File: config.mk
export PLATFORM = sky130hd
export DESIGN_NAME = serial_frame_ctrl_flat
export DESIGN_NICKNAME = d
export VERILOG_FILES = /design/src/rtl/serial_frame_ctrl_if.sv /design/src/rtl/serial_frame_ctrl.sv /design/src/flat_wrapper.sv
export SDC_FILE = /design/constraint.sdc
export NUM_CORES = 1
export LEC_CHECK = 0
export ABC_AREA = 1
export CAP_MARGIN = 40
export CORE_MARGIN = 5
export CORE_UTILIZATION = 56
export DETAILED_ROUTE_END_ITERATION = 10
export PLACE_DENSITY = 0.81
export REMOVE_ABC_BUFFERS = 1
export SKIP_CTS_REPAIR_TIMING = 1
export SLEW_MARGIN = 20
export SYNTH_ARGS = -nofsm -noshare
export SYNTH_HDL_FRONTEND = slang
export SYNTH_SLANG_ARGS = --single-unit
File: constraint.sdc
create_clock -name clk -period 1.8 [get_ports clk]
set_clock_uncertainty 0.05 [all_clocks]
set_input_delay 0.36 -clock clk [delete_from_list [all_inputs] [get_ports clk]]
set_output_delay 0.36 -clock clk [all_outputs]
set_load 0.02 [all_outputs]
File: src/rtl/serial_frame_ctrl_if.sv
// Handshake/bus bundle between the serial frame controller, its paired
// 2-bit length counter and the downstream demux.
interface serial_frame_ctrl_if #(
    parameter int PORT_W = 2
);
    logic              clk_en;
    logic              sin;
    logic              cnt_co;
    logic              cnt_en;
    logic              cnt_rst;
    logic [PORT_W-1:0] port_num;
    logic              data_bit;
    logic              data_valid;
    logic              busy;
    logic              done;

    modport master (
        output clk_en, sin, cnt_co,
        input  cnt_en, cnt_rst, port_num, data_bit, data_valid, busy, done
    );

    modport slave (
        input  clk_en, sin, cnt_co,
        output cnt_en, cnt_rst, port_num, data_bit, data_valid, busy, done
    );
endinterface

File: src/rtl/serial_frame_ctrl.sv
// Serial frame parser: start bit, port field, 4-bit length, data bits.
// Data bits leave registered one edge after their sample; done trails the last by one clk.
module serial_frame_ctrl #(
    parameter int PORT_W = 2,
    parameter int LEN_W  = 4
) (
    input  logic                clk,
    input  logic                rst,
    serial_frame_ctrl_if.slave  bus
);
    localparam int IDX_W = (PORT_W > 1) ? $clog2(PORT_W) : 1;

    typedef enum logic [2:0] {
        IDLE,
        PORT,
        LEN,
        DATA,
        DONE
    } state_t;

    state_t             state_q;
    logic [IDX_W-1:0]   idx_q;
    logic [PORT_W-1:0]  port_q;
    logic [LEN_W-2:0]   len_q;
    logic [LEN_W-1:0]   rem_q;
    logic               data_bit_q;
    logic               data_valid_q;
    logic               done_q;

    logic [PORT_W-1:0]  port_d;
    logic [LEN_W-1:0]   len_d;

    // The length only needs LEN_W-1 stored bits: the last one is taken live from sin.
    assign port_d = {port_q[PORT_W-2:0], bus.sin};
    assign len_d  = {len_q, bus.sin};

    always_ff @(posedge clk or posedge rst) begin
        if (rst) begin
            state_q      <= IDLE;
            idx_q        <= '0;
            port_q       <= '0;
            len_q        <= '0;
            rem_q        <= '0;
            data_bit_q   <= 1'b0;
            data_valid_q <= 1'b0;
            done_q       <= 1'b0;
        end else begin
            data_valid_q <= 1'b0;
            done_q       <= 1'b0;
            case (state_q)
                IDLE: begin
                    if (bus.clk_en && !bus.sin) begin
                        idx_q   <= '0;
                        state_q <= PORT;
                    end
                end
                PORT: begin
                    if (bus.clk_en) begin
                        port_q <= port_d;
                        idx_q  <= idx_q + IDX_W'(1);
                        if (idx_q == IDX_W'(PORT_W - 1)) begin
                            state_q <= LEN;
                        end
                    end
                end
                LEN: begin
                    if (bus.clk_en) begin
                        len_q <= len_d[LEN_W-2:0];
                        if (bus.cnt_co) begin
                            if (len_d == '0) begin
                                state_q <= DONE;
                            end else begin
                                rem_q   <= len_d;
                                state_q <= DATA;
                            end
                        end
                    end
                end
                DATA: begin
                    if (bus.clk_en) begin
                        data_bit_q   <= bus.sin;
                        data_valid_q <= 1'b1;
                        rem_q        <= rem_q - LEN_W'(1);
                        if (rem_q == LEN_W'(1)) begin
                            state_q <= DONE;
                        end
                    end
                end
                DONE: begin
                    // done lands one clk after the last data_valid, never alongside it
                    done_q  <= 1'b1;
                    state_q <= IDLE;
                end
                default: state_q <= IDLE;
            endcase
        end
    end

    assign bus.cnt_en     = (state_q == LEN);
    assign bus.cnt_rst    = (state_q != LEN);
    assign bus.busy       = (state_q != IDLE);
    assign bus.port_num   = port_q;
    assign bus.data_bit   = data_bit_q;
    assign bus.data_valid = data_valid_q;
    assign bus.done       = done_q;
endmodule

File: src/flat_wrapper.sv
// flat-port wrapper written by rule: the top's interface ports become plain ports
module serial_frame_ctrl_flat 
#(
    parameter int PORT_W = 2,
    parameter int LEN_W  = 4
)
  (clk, rst, bus_clk_en, bus_sin, bus_cnt_co, bus_cnt_en, bus_cnt_rst, bus_port_num, bus_data_bit, bus_data_valid, bus_busy, bus_done);
  serial_frame_ctrl_if #(.PORT_W(PORT_W)) bus_i ();
  input  logic clk;
  input  logic rst;
  input wire logic [$bits(bus_i.clk_en)-1:0] bus_clk_en;
  input wire logic [$bits(bus_i.sin)-1:0] bus_sin;
  input wire logic [$bits(bus_i.cnt_co)-1:0] bus_cnt_co;
  output wire logic [$bits(bus_i.cnt_en)-1:0] bus_cnt_en;
  output wire logic [$bits(bus_i.cnt_rst)-1:0] bus_cnt_rst;
  output wire logic [$bits(bus_i.port_num)-1:0] bus_port_num;
  output wire logic [$bits(bus_i.data_bit)-1:0] bus_data_bit;
  output wire logic [$bits(bus_i.data_valid)-1:0] bus_data_valid;
  output wire logic [$bits(bus_i.busy)-1:0] bus_busy;
  output wire logic [$bits(bus_i.done)-1:0] bus_done;
  assign bus_i.clk_en = bus_clk_en;
  assign bus_i.sin = bus_sin;
  assign bus_i.cnt_co = bus_cnt_co;
  assign bus_cnt_en = bus_i.cnt_en;
  assign bus_cnt_rst = bus_i.cnt_rst;
  assign bus_port_num = bus_i.port_num;
  assign bus_data_bit = bus_i.data_bit;
  assign bus_data_valid = bus_i.data_valid;
  assign bus_busy = bus_i.busy;
  assign bus_done = bus_i.done;
  serial_frame_ctrl #(.PORT_W(PORT_W), .LEN_W(LEN_W)) u_core (.clk(clk), .rst(rst), .bus(bus_i));
endmodule
After elaboration in Yosys (flattened, before gate mapping). Index checks and enable logic that the tools add are counted.

Add/sub/neg operators: 2. Eq/ne operators: 14. Muxes and demuxes: 20. Reductions and logical operators: 13.

Operators by type and width (count): $mux W3 (8); $mux W4 (4); $pmux W3 S4 (1); $ne A2 B2 Y1 const B (5); $pmux W4 S2 (1); $reduce_and A7 Y1 (1); $eq A3 B2 Y1 const B (2); $ne A2 B1 Y1 const B (3); $reduce_and A2 Y1 (3); $mux W1 (5); $reduce_and A5 Y1 (1); $eq A4 B1 Y1 const B (1); $logic_not A4 Y1 (1); $reduce_bool A2 Y1 (2); $sub A4 B1 Y4 const B (1); $eq A3 B1 Y1 const B (1); $eq A3 B3 Y1 const B (1); $logic_not A3 Y1 (1); $ne A3 B2 Y1 const B (1); $reduce_and A3 Y1 (1); $reduce_bool A3 Y1 (1); $pmux W1 S2 (1); $add A1 B1 Y1 const B (1); $logic_and A1 B1 Y1 (1); $logic_not A1 Y1 (1).

Flip-flop bits (word level): 16. Output and inout bits: 8.

Longest topological paths before layout.
Depth in word-level cells: 5. Depth in mapped cells: 9. Depth with buffers taken out: 9.

Least setup slack after synthesis. OpenSTA, ideal clock, no wires.

Kind: register -> register. From: register u_core.state_q[2]. To: register u_core.len_q[1]. Arrival: 1116 ps. Slack: 509 ps. Cell stages (with the launch flop): 7. Path through: dfrtp_1 -> inv_2 -> nand2_2 -> nor2_2 -> nand2_1 -> nor2_1 -> a21oi_1.

Longest elaborated chain between the ends: 2.

RTL lines: from (decl) (line serial_frame_ctrl.sv:21) `state_t state_q;`; from (signal assigned) (line serial_frame_ctrl.sv:39) `state_q <= IDLE;`; from (signal assigned) (line serial_frame_ctrl.sv:54) `state_q <= PORT;`; from (signal assigned) (line serial_frame_ctrl.sv:62) `state_q <= LEN;`; $eq A3 B2 Y1; named net bus_cnt_en (line flat_wrapper.sv:14) `output wire logic [$bits(bus_i.cnt_en)-1:0] bus_cnt_en;`; $reduce_and A2 Y1 (no line); to (signal assigned) (line serial_frame_ctrl.sv:68) `len_q <= len_d[LEN_W-2:0];`; to (decl) (line serial_frame_ctrl.sv:24) `logic [LEN_W-2:0] len_q;`.

The timed path passes the listed nets, and every way through them passes these cells. A chain may end at the register's enable or synchronous reset.

Worst setup path after layout.
From: register u_core.port_q[0] (netlist: u_core.bus.port_num[0]). To: output port bus_port_num[0].

RTL lines: from (decl) (line serial_frame_ctrl.sv:23) `logic [PORT_W-1:0] port_q;`; from (signal assigned) (line serial_frame_ctrl.sv:59) `port_q <= port_d;`; to (decl) (line flat_wrapper.sv:16) `output wire logic [$bits(bus_i.port_num)-1:0] bus_port_num;`.

No word-level cell between the ends.

==> impl_metrics.csv <==
group,metric,value,unit
outcome,status,"complete, no violations",
yosys,ys_seq_elements,16,
detailed_routing,wirelength,1.84,mm
worst_setup_path,cp_top_family,"buffers and inverters",
power_and_ir_drop,pwr-share-clk,0.116,
power_and_ir_drop,seqPwrFrac,0.306,
worst_setup_path,cp_num_buf_inv,1,
floorplan,rows,14,
worst_hold_path,hold_path_class,"primary input to async pin",
global_routing,overflow,0,
worst_setup_path,crit_arrival,1300,ps
worst_setup_path,startpoint_type,"flop",
yosys,syn_area_per_cell,8.07,µm²
power_and_ir_drop,power.switching,0.000994,W
floorplan,initial_core_util,0.593,
sta,slew_viol_final,0,
power_and_ir_drop,sw_frac_of_total,0.464,
layout,nFillCells,120,
worst_setup_path,slowest_delay,620,ps
yosys,synth-seq-area-share,0.443,
layout,nets,141,
power_and_ir_drop,p_int,0.00115,W
floorplan,dieArea,2520,µm²
worst_setup_path,slowest_stage,"clkdlybuf4s50_1",
clock_tree,cts_buffer_depth,2,
clock_tree,numCtsBuffers,3,
sta,rsz0062_at_grt,"no",
layout,register_area,400,µm²
global_routing,antenna_found_initial,0,
sta,fin_crit,1710,ps
detailed_routing,dr.pass1.iters,4,
worst_setup_path,reg2regPathDepth,9,
global_routing,grt_pass1_vias,773,
place,dpl.cell_count,145,
detailed_routing,dr.first_iter.drc_count,18,
layout,multiInputGateArea,443,µm²
detailed_routing,post_drt_wl_per_cell,12.3,µm
detailed_routing,vias,775,
yosys,synth.most_common_cell,"nand2_1",
floorplan,die_x,50.2,µm
clock_tree,cts.sinks,16,
floorplan,pin_count,13,
power_and_ir_drop,p_comb_frac,0.578,
clock_tree,ctsRootBufferMaster,"clkbuf_4",
clock_tree,cts_tree,"built",
sta,hold_ws,304,ps
power_and_ir_drop,leakage,0.553,nW
floorplan,die_y,50.2,µm
yosys,synth_top_cells_by_area,"dfrtp_1, nand2_1, nand3_1, nor2_1, nor2_4",
yosys,synthFlopType,"dfrtp_1",
global_routing,track_usage,0.179,
power_and_ir_drop,power_density,1920,nW/µm²
power_and_ir_drop,ir_worst_vdd,1.09,mV
yosys,yosys.area.top_type,"dfrtp_1",
place,io_buffers,12,
sta,setup_violations,0,
place,place_area,1080,µm²
global_routing,grt_pass1_wl,3.54,mm
yosys,synth_edf_count,0,
detailed_routing,avgViaCountPerCell,5.20,
yosys,syn_inst,112,
worst_setup_path,critPathRequiredTime,1390,ps
clock_tree,clk_latency,290,ps
yosys,synthDistinctLibCells,23,
sta,max_freq,0.585,GHz
worst_setup_path,rr_startpoint,"u_core.state_q[0]",
detailed_routing,ant_nets,0,
worst_setup_path,cp-end-kind,"primary output",
worst_setup_path,ff2ff_setup_slack,390,ps
run,maxCapViolCount,0,
sta,min_period_over_period,0.950,
layout,antennaDiodeCount,0,
worst_setup_path,criticalPathCategory,"flop to primary output",
yosys,synth_top_area_frac,0.443,
power_and_ir_drop,power,0.00214,W
clock_tree,path_clk_slew,110,ps
yosys,async_flop_share,1.00,
clock_tree,cts_htree_levels,1,
place,dp.final_hpwl,1.37,mm
sta,tightest_slew,231,ps
floorplan,core,1520,µm²
sta,relSlewSlack,0.845,
detailed_routing,drcViolationCount,0,
global_routing,grt_max_degree,17,
yosys,yosysWarningCount,0,
sta,hold_viol,0,
layout,drive_gt1_frac,0.241,
layout,syn2layout_area_growth,23.7,%
layout,stdcell_area,1120,µm²
worst_setup_path,rr_endpoint,"u_core.state_q[0]",
place,gp_congestion,0.861,
layout,stdcell_count,149,
worst_setup_path,path_cells,"clkdlybuf4s50_1",
yosys,synth_commonest_cells,"nand2_1, dfrtp_1, nor2_1",
yosys,syn_area,903,µm²
worst_setup_path,crit_fanout,3,
-- cell families after synthesis --
kind of cell,after synthesis,synth area share
flops,16,0.443
buf+inv,15,0.0665
compound gates,13,0.0789
mux,1,0.0166
fa+ha+maj,2,0.0277
simple gates,64,0.357
xor+xnor,1,0.00970
-- stage by stage --
step            util  TNS (ps)  worst slack [ps]
2_1_floorplan      -         0               509
3_3_place_gp   0.709         0              65.6
3_5_place_dp   0.709         0              57.6
4_1_cts        0.733      -718              -285
5_1_grt        0.733         0              6.39
6_report       0.733         0              89.6
-- layout by cell type, fill, tap and decap left out, drive strengths merged --
master	n
inv	13
xnor2	1
nor2	17
buf	6
o21ai	10
clkdlybuf4s50	9
ha	2
nand3	8
a21oi	2
o21a	1
nand3b	2
clkbuf	5
mux2	1
nand2	36
clkinv	1
dfrtp	16
dlymetal6s2s	2
nor3	1
-- worst max-delay path by stage --
stage / from / endpoint / slack [ps] / depth (start not counted)
3_3_place_gp: u_core.state_q[2] / bus_cnt_en / 70 / 4
4_1_cts: u_core.state_q[2] / bus_cnt_en / -280 / 4
6_report: u_core.bus.port_num[0] / bus_port_num[0] / 90 / 1
5_1_grt: u_core.bus.port_num[0] / bus_port_num[0] / 6 / 1
3_5_place_dp: u_core.state_q[2] / bus_cnt_en / 60 / 4
2_1_floorplan: u_core.state_q[2] / u_core.len_q[1] / 510 / 6
-- routing by layer --
layer | track usage | vias up | wire length, µm
met5 | 0 | - | 0
met4 | 0.0480 | 0 | 26
met3 | 0.0385 | 4 | 78
met2 | 0.289 | 17 | 900
met1 | 0.242 | 359 | 831
li1 | - | 395 | -
-- area by class of cell --
class	count	area share
repair buffers	18	0.148
inverters	14	0.0470
well taps	16	0.0179
flip-flops and latches	16	0.358
clock buffers	4	0.0325
multi-input cells	81	0.396
-- power by group through the flow --
| stage | Sequential [W] | Combinational, W | Clock, W |
|---|---|---|---|
| after floorplan | 0.000696 | 0.000809 | 0 |
| after global placement | 0.000650 | 0.00122 | 0 |
| after detailed placement | 0.000659 | 0.00125 | 0 |
| after CTS | 0.000654 | 0.00127 | 0.000247 |
| after global routing | 0.000684 | 0.00140 | 0.000269 |
| final | 0.000656 | 0.00124 | 0.000249 |
-- sequential cells by signal, indices dropped and copies added (netlist names) --
| signal | count |
|---|---|
| u_core.state_q | 3 |
| u_core.bus.port_num | 2 |
| u_core.idx_q | 1 |
| u_core.len_q | 3 |
| u_core.bus.data_valid | 1 |
| u_core.bus.done | 1 |
| u_core.rem_q | 4 |
| u_core.bus.data_bit | 1 |
Note: power is estimated with default switching activity, not from simulation.
